--- src/rtl/niu_sii_pkg.sv ---
// Shared types, constants and the lane-parity helper for the NIU->SII request transmitter.
package niu_sii_pkg;

  localparam int PLD_BEATS = 4;
  localparam int HDR_W     = 128;
  localparam int PAR_W     = 8;

  typedef enum logic [2:0] {
    IDLE,
    LOAD,
    WAITCR,
    HDR,
    PLD
  } state_t;

  // Odd parity over each 16-bit lane of a header/payload word
  function automatic logic [PAR_W-1:0] lane_parity(input logic [HDR_W-1:0] d);
    logic [PAR_W-1:0] p;
    for (int i = 0; i < PAR_W; i++) begin
      p[i] = ~^d[16*i +: 16];
    end
    return p;
  endfunction

endpackage

--- src/rtl/niu_sii_credit_ctr.sv ---
// Credit counter for one SII queue; starts full, counts frees up and issues down.
module niu_sii_credit_ctr #(
  parameter int DEPTH = 16,
  parameter int CW    = 5
) (
  input  logic          iol2clk,
  input  logic          rst_l,
  input  logic          inc,
  input  logic          dec,
  output logic [CW-1:0] avail,
  output logic          err
);

  localparam logic [CW-1:0] FULL = CW'(DEPTH);

  logic [CW-1:0] r_avail;
  logic          r_err;

  // A free arriving with the counter already full is dropped and flagged until reset
  always_ff @(posedge iol2clk) begin
    if (!rst_l) begin
      r_avail <= FULL;
      r_err   <= 1'b0;
    end else begin
      case ({inc, dec})
        2'b10: begin
          if (r_avail == FULL) r_err <= 1'b1;
          else                 r_avail <= r_avail + CW'(1);
        end
        2'b01:   r_avail <= r_avail - CW'(1);
        default: r_avail <= r_avail;
      endcase
    end
  end

  assign avail = r_avail;
  assign err   = r_err;

endmodule

--- src/rtl/niu_sii_req_tx.sv ---
// Driving end of the niu_sii header/payload request interface: buffers a full write
// payload, then issues header (+4 payload beats) once the target queue has credit.
module niu_sii_req_tx
  import niu_sii_pkg::*;
#(
  parameter int OQ_DEPTH = 16,
  parameter int BQ_DEPTH = 16,
  parameter int CW       = 5
) (
  input  logic             iol2clk,
  input  logic             rst_l,
  input  logic             req_vld,
  output logic             req_rdy,
  input  logic             req_wr,
  input  logic             req_byp,
  input  logic [HDR_W-1:0] req_hdr,
  input  logic [15:0]      req_be,
  input  logic             pld_vld,
  output logic             pld_rdy,
  input  logic [HDR_W-1:0] pld_data,
  output logic             niu_sii_hdr_vld,
  output logic             niu_sii_reqbypass,
  output logic             niu_sii_datareq,
  output logic             niu_sii_datareq16,
  output logic [HDR_W-1:0] niu_sii_data,
  output logic [PAR_W-1:0] niu_sii_parity,
  output logic [15:0]      niu_sii_be,
  input  logic             sii_niu_oqdq,
  input  logic             sii_niu_bqdq,
  output logic             credit_err
);

  state_t           r_state, w_next;
  logic             r_wr, r_byp;
  logic [HDR_W-1:0] r_hdr;
  logic [15:0]      r_be;
  logic [HDR_W-1:0] r_buf [PLD_BEATS];
  logic [1:0]       r_beat;
  logic             r_hdr_vld, r_pld_vld, r_reqbyp, r_datareq;
  logic [HDR_W-1:0] r_data;
  logic [15:0]      r_obe;
  logic [CW-1:0]    w_oq_avail, w_bq_avail;
  logic             w_oq_err, w_bq_err;
  logic             w_pld_take, w_in_hdr, w_cr_ok;
  logic             w_nx_hdr, w_nx_pld;
  logic [1:0]       w_pld_idx;

  assign req_rdy    = (r_state == IDLE);
  assign pld_rdy    = (r_state == LOAD);
  assign w_pld_take = pld_vld & pld_rdy;
  assign w_in_hdr   = (r_state == HDR);
  // A free landing in the same cycle as a zero credit still lets the header go next
  assign w_cr_ok    = r_byp ? ((w_bq_avail != '0) | sii_niu_bqdq)
                            : ((w_oq_avail != '0) | sii_niu_oqdq);

  niu_sii_credit_ctr #(.DEPTH(OQ_DEPTH), .CW(CW)) u_oq (
    .iol2clk(iol2clk), .rst_l(rst_l), .inc(sii_niu_oqdq), .dec(w_in_hdr & ~r_byp),
    .avail(w_oq_avail), .err(w_oq_err)
  );

  niu_sii_credit_ctr #(.DEPTH(BQ_DEPTH), .CW(CW)) u_bq (
    .iol2clk(iol2clk), .rst_l(rst_l), .inc(sii_niu_bqdq), .dec(w_in_hdr & r_byp),
    .avail(w_bq_avail), .err(w_bq_err)
  );

  assign credit_err = w_oq_err | w_bq_err;

  always_comb begin
    w_next = r_state;
    case (r_state)
      IDLE:    if (req_vld) w_next = req_wr ? LOAD : WAITCR;
      LOAD:    if (w_pld_take && r_beat == 2'd3) w_next = WAITCR;
      WAITCR:  if (w_cr_ok) w_next = HDR;
      HDR:     w_next = r_wr ? PLD : IDLE;
      PLD:     if (r_beat == 2'd3) w_next = IDLE;
      default: w_next = IDLE;
    endcase
  end

  // Output registers load from the next state so the header leaves two cycles after acceptance
  assign w_nx_hdr  = (w_next == HDR);
  assign w_nx_pld  = (w_next == PLD);
  assign w_pld_idx = (r_state == PLD) ? r_beat + 2'd1 : 2'd0;

  always_ff @(posedge iol2clk) begin
    if (!rst_l) begin
      r_state   <= IDLE;
      r_wr      <= 1'b0;
      r_byp     <= 1'b0;
      r_hdr     <= '0;
      r_be      <= '0;
      r_beat    <= 2'd0;
      r_hdr_vld <= 1'b0;
      r_pld_vld <= 1'b0;
      r_reqbyp  <= 1'b0;
      r_datareq <= 1'b0;
      r_data    <= '0;
      r_obe     <= '0;
    end else begin
      r_state <= w_next;
      if (req_rdy && req_vld) begin
        r_wr  <= req_wr;
        r_byp <= req_byp;
        r_hdr <= req_hdr;
        r_be  <= req_be;
      end
      if (w_pld_take || r_state == PLD) r_beat <= r_beat + 2'd1;
      r_hdr_vld <= w_nx_hdr;
      r_pld_vld <= w_nx_pld;
      r_reqbyp  <= w_nx_hdr & r_byp;
      r_datareq <= w_nx_hdr & r_wr;
      r_obe     <= w_nx_hdr ? r_be : '0;
      r_data    <= w_nx_hdr ? r_hdr : (w_nx_pld ? r_buf[w_pld_idx] : '0);
    end
  end

  always_ff @(posedge iol2clk) begin
    if (w_pld_take) r_buf[r_beat] <= pld_data;
  end

  assign niu_sii_hdr_vld   = r_hdr_vld;
  assign niu_sii_reqbypass = r_reqbyp;
  assign niu_sii_datareq   = r_datareq;
  assign niu_sii_datareq16 = 1'b0;
  assign niu_sii_data      = r_data;
  assign niu_sii_be        = r_obe;
  assign niu_sii_parity    = (r_hdr_vld | r_pld_vld) ? lane_parity(r_data) : '0;

endmodule

--- config.mk ---
export PLATFORM = sky130hd
export DESIGN_NAME = niu_sii_req_tx
export DESIGN_NICKNAME = d
export VERILOG_FILES = /design/src/rtl/niu_sii_pkg.sv /design/src/rtl/niu_sii_credit_ctr.sv /design/src/rtl/niu_sii_req_tx.sv
export SDC_FILE = /design/constraint.sdc
export NUM_CORES = 1
export LEC_CHECK = 0
export CORE_MARGIN = 10
export CORE_UTILIZATION = 63
export CTS_CLUSTER_DIAMETER = 80
export DETAILED_ROUTE_END_ITERATION = 10
export DONT_BUFFER_PORTS = 1
export PLACE_DENSITY = 0.83
export SETUP_SLACK_MARGIN = 0.3
export SYNTH_ARGS = -nofsm -noshare
export SYNTH_HDL_FRONTEND = slang
export SYNTH_SLANG_ARGS = --single-unit
--- constraint.sdc ---
create_clock -name iol2clk -period 5.5 [get_ports iol2clk]
set_clock_uncertainty 0.15 [all_clocks]
set_input_delay 0.55 -clock iol2clk [delete_from_list [all_inputs] [get_ports iol2clk]]
set_output_delay 0.55 -clock iol2clk [all_outputs]
set_load 0.1 [all_outputs]
# After elaboration in Yosys (flattened, before gate mapping)
# Memory sizes are Yosys's and may differ from the RTL's.
# Cells that the tools add are included.
dict set report totals {
  register_bits 311
  ramBits 512
  inputBits 280
  elab_cells 86
  memories 1
}
dict set report op_classes {
  addsub 5
  eq_ne 15
  n_mux 18
  bitwise_logic 10
  n_reduce_logical 21
}
# memory depth word_bits rd rd_ports_with_merged_regs write_ports line
set mem_list {}
lappend mem_list {r_buf 4 128 1 0 1 niu_sii_req_tx.sv:37} ;# logic [HDR_W-1:0] r_buf [PLD_BEATS];
# op n
set op_table {}
lappend op_table {{2-to-1 mux 128 bit} 2}
lappend op_table {{XNOR reduction 16 bit} 8}
lappend op_table {{one-hot mux 5 bit (2 select lines)} 2}
lappend op_table {{2-to-1 mux 3 bit} 5}
lappend op_table {{one-hot mux 3 bit (5 select lines)} 1}
lappend op_table {{adder 5 x 1 -> 5 bit (second input constant)} 2}
lappend op_table {{equality test 5 bit (second input constant)} 2}
lappend op_table {{2-to-1 mux 5 bit} 2}
lappend op_table {{AND reduction 2 bit} 5}
lappend op_table {{nonzero test 5 bit} 2}
lappend op_table {{subtractor 5 x 1 -> 5 bit (second input constant)} 2}
lappend op_table {{equality test 3 x 2 -> 1 bit (second input constant)} 3}
lappend op_table {{2-to-1 mux 8 bit} 1}
lappend op_table {{equality test 2 bit (second input constant)} 3}
lappend op_table {{equality test 3 bit (second input constant)} 2}
lappend op_table {{bitwise AND 1 bit} 5}
lappend op_table {{equality test 2 x 1 -> 1 bit (second input constant)} 2}
lappend op_table {{2-to-1 mux 2 bit} 2}
lappend op_table {{!= test 2 bit (second input constant)} 2}
lappend op_table {{bitwise OR 1 bit} 4}
lappend op_table {{nonzero test 2 bit} 2}
lappend op_table {{equality test 3 x 1 -> 1 bit (second input constant)} 1}
lappend op_table {{zero test 3 bit} 1}
lappend op_table {{2-to-1 mux 1 bit} 3}
lappend op_table {{other kinds (4)} 5}

# Logic depth before layout (Yosys ltp)
dict set report logic_depth {
  word_depth 8
  mapped_depth 10
}

# By module
# From an unflattened synthesis, not the netlist that was laid out.
dict set report unflattened {
  cells_unflattened 2197
  hier_area_um2 30843.3
}
# mod instances cells_each area_per_inst_um2 seq_area_each_um2
set modules_own_cells {}
lappend modules_own_cells {niu_sii_req_tx 1 2103 30027.5 21360.5}
lappend modules_own_cells {niu_sii_credit_ctr 2 47 407.9 120.1}

# Worst setup path before layout
# Ideal clock, no wire load.
dict set report synth_timing {
  kind {register -> register}
  start {register r_state[1]}
  end {register r_data[10] (netlist: niu_sii_data[10])}
  setup_ps 61
  t_arrival_ps 5535
  t_required_ps 5289
  path_slack_ps -245
  path_stages_with_launch 9
  n_path_buf 3
  synth_period_minus_slack_ps 5745
  cell_sequence {dfxtp_1 buf_6 nor3b_4 and3_1 o21a_2 nor2b_4 buf_6 buf_6 a32o_1}
}
dict set report synth_via {
  elab_chain_len 8
  word_cells_on_any_way 18
  classes_between {6 x eq/ne; 8 x mux; 1 x bitwise; 2 x reduce/logical; 1 x memory}
}
# item line
set synth_lines {}
lappend synth_lines {{from (decl)} niu_sii_req_tx.sv:33} ;# state_t r_state, w_next;
lappend synth_lines {{from (signal assigned)} niu_sii_req_tx.sv:100} ;# r_state <= w_next;
lappend synth_lines {{equality test 3 x 1 -> 1 bit (*)} niu_sii_req_tx.sv:49} ;# assign pld_rdy = (r_state == LOAD);
lappend synth_lines {{named net pld_rdy} niu_sii_req_tx.sv:19} ;# output logic pld_rdy,
lappend synth_lines {{bitwise AND 1 bit} niu_sii_req_tx.sv:50} ;# assign w_pld_take = pld_vld & pld_rdy;
lappend synth_lines {{logical AND 1 bit} niu_sii_req_tx.sv:72} ;# LOAD: if (w_pld_take && r_beat == 2'd3) w_next = WAITCR;
lappend synth_lines {{2-to-1 mux 3 bit} niu_sii_req_tx.sv:72}
lappend synth_lines {{one-hot mux 3 bit (5 select lines) (*)} niu_sii_req_tx.sv:70} ;# case (r_state)
lappend synth_lines {{equality test 3 bit} niu_sii_req_tx.sv:82} ;# assign w_nx_pld = (w_next == PLD);
lappend synth_lines {{2-to-1 mux 128 bit} niu_sii_req_tx.sv:113} ;# r_data <= w_nx_hdr ? r_hdr : (w_nx_pld ? r_buf[w_pld_idx] : '0);
lappend synth_lines {{2-to-1 mux 128 bit (*)} niu_sii_req_tx.sv:113}
lappend synth_lines {{to (signal assigned)} niu_sii_req_tx.sv:113}
lappend synth_lines {{to (decl)} niu_sii_req_tx.sv:40} ;# logic [HDR_W-1:0] r_data;
# Mark *: on every way through the listed nets, which the timed path passes. The rest lies on a longest branch.
# A chain may end at the register's enable or synchronous reset.

# Worst setup path after layout
dict set report layout_timing {
  start {register r_data[16] (netlist: niu_sii_data[16])}
  end {output port niu_sii_parity[1]}
}
dict set report layout_via {
  elab_chain_len 2
}
# item line
set layout_lines {}
lappend layout_lines {{XNOR reduction 16 bit} niu_sii_pkg.sv:20} ;# p[i] = ~^d[16*i +: 16];
lappend layout_lines {{2-to-1 mux 8 bit} niu_sii_req_tx.sv:127} ;# assign niu_sii_parity = (r_hdr_vld | r_pld_vld) ? lane_parity(r_data) : '0;
lappend layout_lines {{to (decl)} niu_sii_req_tx.sv:26} ;# output logic [PAR_W-1:0] niu_sii_parity,
# No other way between the ends.

==> results.txt <==
----------------------------------------------------
[Cells and area]
  Most common cell after layout, fill and taps aside ... sky130_fd_sc_hd__edfxtp_1
  Area Growth Syn to Fin ... 19.4%
  Nets ... 2723
  Commonest non-fill, non-tap cells in the layout ... sky130_fd_sc_hd__edfxtp_1, sky130_fd_sc_hd__dfxtp_1, sky130_fd_sc_hd__nand2_1
  Number of filler instances in the final layout ... 2587
  Layout cell share with drive strength beyond 1 ... 7.88%

[Timing]
  Worst max-slew margin expressed relative to the limit ... 9.77%
  Time the worst path needs with I/O delays and setup ... 4.70 ns
  RSZ-0062 raised after global routing ... false
  Final number of setup-violating endpoints ... 0
  Share of the clock period used by the worst path ... 85.5%
  Endpoints failing hold ... 0
  Slew at the pin closest to its max-slew limit ... 1.35 ns
  Slew Limit Fails ... 0
  Highest Clock Rate ... 0.213 GHz
  Least setup slack across all paths after layout ... 0.796 ns
  Post-Route Setup TNS ... 0 ns

[Clock tree]
  Post-CTS sizing ... 0
  CTS tree ... built
  Clock Sinks ... 823
  Later-pin clock latency in the skew report ... 0.63 ns
  Setup repair bufs after CTS ... 0
  Number of H-tree levels ... 3
  Number of buffers inserted during clock tree synthesis ... 80
  CTS Root Cell ... sky130_fd_sc_hd__clkbuf_16
  Clock Path Buffers ... 3
  Clock-pin slew reported for the worst setup and hold paths after clock tree synthesis ... 0.06 ns

[Synthesis]
  Flops & latches, synth ... 823
  Post-synth top area share ... 49.4%
  Largest cells by area after synthesis ... sky130_fd_sc_hd__edfxtp_1, sky130_fd_sc_hd__dfxtp_1, sky130_fd_sc_hd__mux2i_1
  Mean instance size in the synthesized netlist ... 14.2 sq um
  Synthesized Nets ... 2484
  Multiplexer share of the synthesized area ... 4.31%
  Mapped cell area ... 0.0311 sq mm
  Cell accounting for the most synthesized area ... sky130_fd_sc_hd__edfxtp_1
  Proportion of register bits with asynchronous set or reset after synthesis ... 0%
  Number of instances in the synthesized netlist ... 2192
  Largest family of logic cells by synthesized area ... compound AO/OA/AOI/OAI gates
  Compound-cell area share of the yosys netlist ... 11.8%
  Xor-xnor portion of the synthesized cell area ... 3.57%
  EDFF count, synth ... 512
  Sequential area share after synthesis ... 69.4%
  Basic-gate share of the synthesized area counting and, or, nand and nor cells ... 7.80%
  Top_reg_cell synth ... sky130_fd_sc_hd__edfxtp_1
  Adder-cell area share of the yosys netlist ... 0.531%
  Unique cell type count in the Yosys netlist ... 49
  Syn. warnings ... 0

[Routing]
  Number of iterations in the first detailed-routing pass ... 6
  Remaining design rule violation count ... 0
  Mean number of vias per cell ... 6.53
  Routed Antenna Nets ... 0
  Iteration-0 DRC Markers ... 2676
  Post-Route WL ... 90900 um
  Number of vias in the routed layout ... 20800
  Routed length per placed instance ... 28.6 um

[Die]
  Width of the die ... 242 um
  Chip Height ... 242 um
  Num rows ... 81
  Starting Density ... 63.7%
  IO Count ... 439
  Area of the die ... 0.0587 sq mm
  Std-Cell Core Area ... 0.0488 sq mm

[GRT]
  Largest net degree at the start of global routing ... 162
  Total global-route track usage ... 30.0%
  Initial antenna violation count ... 19
  Global-route wire length before repair ... 136000 um
  Vias in the first global route ... 21300
  Congestion Overflow GR ... 0

[Worst setup path]
  Endpoint arrival time on the critical path ... 4.00 ns
  Kind of launch point of the worst setup path ... flip-flop
  Required @ worst endpoint ... 4.80 ns
  Kind of critical path ... flip-flop to output port
  Worst Path Max Fanout ... 2
  Kind of end point of the critical path ... output port

[Flow run]
  Maximum capacitance violations ... 0

[Pwr]
  Largest vdd supply drop ... 0.387 mV
  Lkg Pwr ... 12.3 nW
  Tot Pwr ... 13.4 mW
  PD cells ... 360 mW/mm^2

[Placed design]
  IO Port Bufs ... 0
  Worst-case setup slack after placement ... 1.51 ns
  DP Wirelength ... 45700 um
  Last weighted congestion value of the routability-driven placer ... 0.813

[Outcome]
  Outcome ... finished, final reports clean

[Worst hold path]
  Path category of the worst min-delay check ... input port to flip-flop

----------------------------------------------------
[synth_stat cells, drive strengths merged (6+ instances only)]
| cell | number |
|---|---|
| a21oi | 7 |
| a21boi | 146 |
| ha | 10 |
| inv | 10 |
| clkbuf | 105 |
| and3 | 6 |
| xnor2 | 119 |
| dfxtp | 311 |
| a32o | 128 |
| a2bb2oi | 128 |
| mux2i | 134 |
| xor2 | 8 |
| or3 | 128 |
| and2 | 27 |
| nand2 | 300 |
| nor2 | 15 |
| nor2b | 8 |
| edfxtp | 512 |
| buf | 50 |
[logic make-up after synthesis]
kind of cell / after synthesis
buffers and inverters: 166
xor gates and xnor gates: 127
adders and majority gates: 12
muxes: 134
other: 1
and+or+nand+nor: 503
DFF: 823
AOI/OAI and AO/OA: 426
[registers in the layout, indices dropped and copies added (netlist names)]
| register | flops |
|---|---|
| niu_sii_hdr_vld | 1 |
| niu_sii_be | 16 |
| u_oq.err | 1 |
| r_hdr | 128 |
| niu_sii_data | 128 |
| r_state | 3 |
| r_byp | 1 |
| u_bq.err | 1 |
| r_beat | 2 |
| r_be | 16 |
| r_pld_vld | 1 |
| r_buf | 512 |
| u_bq.avail | 5 |
| niu_sii_reqbypass | 1 |
| u_oq.avail | 5 |
| niu_sii_datareq | 1 |
| r_wr | 1 |
[layer usage]
metal  up-vias  track usage, %  share of wire (%)
li1       8682               -                  -
met1     10300            35.7                 35
met2      1521            50.5                 50
met3       285            7.94                 10
met4         4            13.7                4.6
met5         -               0              0.036
[repair_timing]
item                                    4_1_cts  5_1_grt
endpoints found under the setup margin        0        0
hold endpoints to repair                    674        0
hold buffers                                273        0
[worst paths after layout]
kind         cells after the start  slack (ns)        startpoint                 to
max                              5        0.80  niu_sii_data[16]  niu_sii_parity[1]
min                              2        0.04      req_hdr[127]         r_hdr[127]
max reg2reg                      6        1.69        r_state[1]   niu_sii_data[37]
min reg2reg                      1        0.30           r_be[1]      niu_sii_be[1]
[metrics by stage]
stage | cell area, sq um | util, % | hold slack (ns) | cells
after floorplan | 31100 | - | 0.280 | 2192
after global placement | 31700 | 64.8 | 0.285 | 2740
after detailed placement | 31700 | 64.8 | 0.289 | 2740
after CTS | 37100 | 76.0 | 0.00421 | 3163
after global routing | 37200 | 76.1 | 0.0124 | 3179
final | 37200 | 76.1 | 0.0394 | 3181
[critical path: stages (launching register included)]
cell                      delay [ns]
sky130_fd_sc_hd__dfxtp_1        1.02
sky130_fd_sc_hd__xnor2_1        0.50
sky130_fd_sc_hd__xnor2_1        0.25
sky130_fd_sc_hd__xnor2_1        0.58
sky130_fd_sc_hd__xnor2_1        0.18
sky130_fd_sc_hd__nor2_2         0.85
[power by group]
part | total, mW | leakage (nW) | switching, mW | internal [mW]
registers | 6.88 | 7.15 | 0.180 | 6.70
logic | 0.879 | 3.82 | 0.536 | 0.343
clock network | 5.64 | 1.32 | 2.40 | 3.24
[area by class of cell]
class	instances	area (sq um)	share of cell area, %
diodes	18	45.0	0.121
clock buffers	115	2320	6.24
clock inverters	35	389	1.05
inverters	11	42.5	0.114
multi-input cells	1203	8830	23.7
flip-flops and latches	823	21600	58.1
well taps	664	831	2.24
repair buffers	312	3110	8.38
Power figures use the tool's default switching activity.
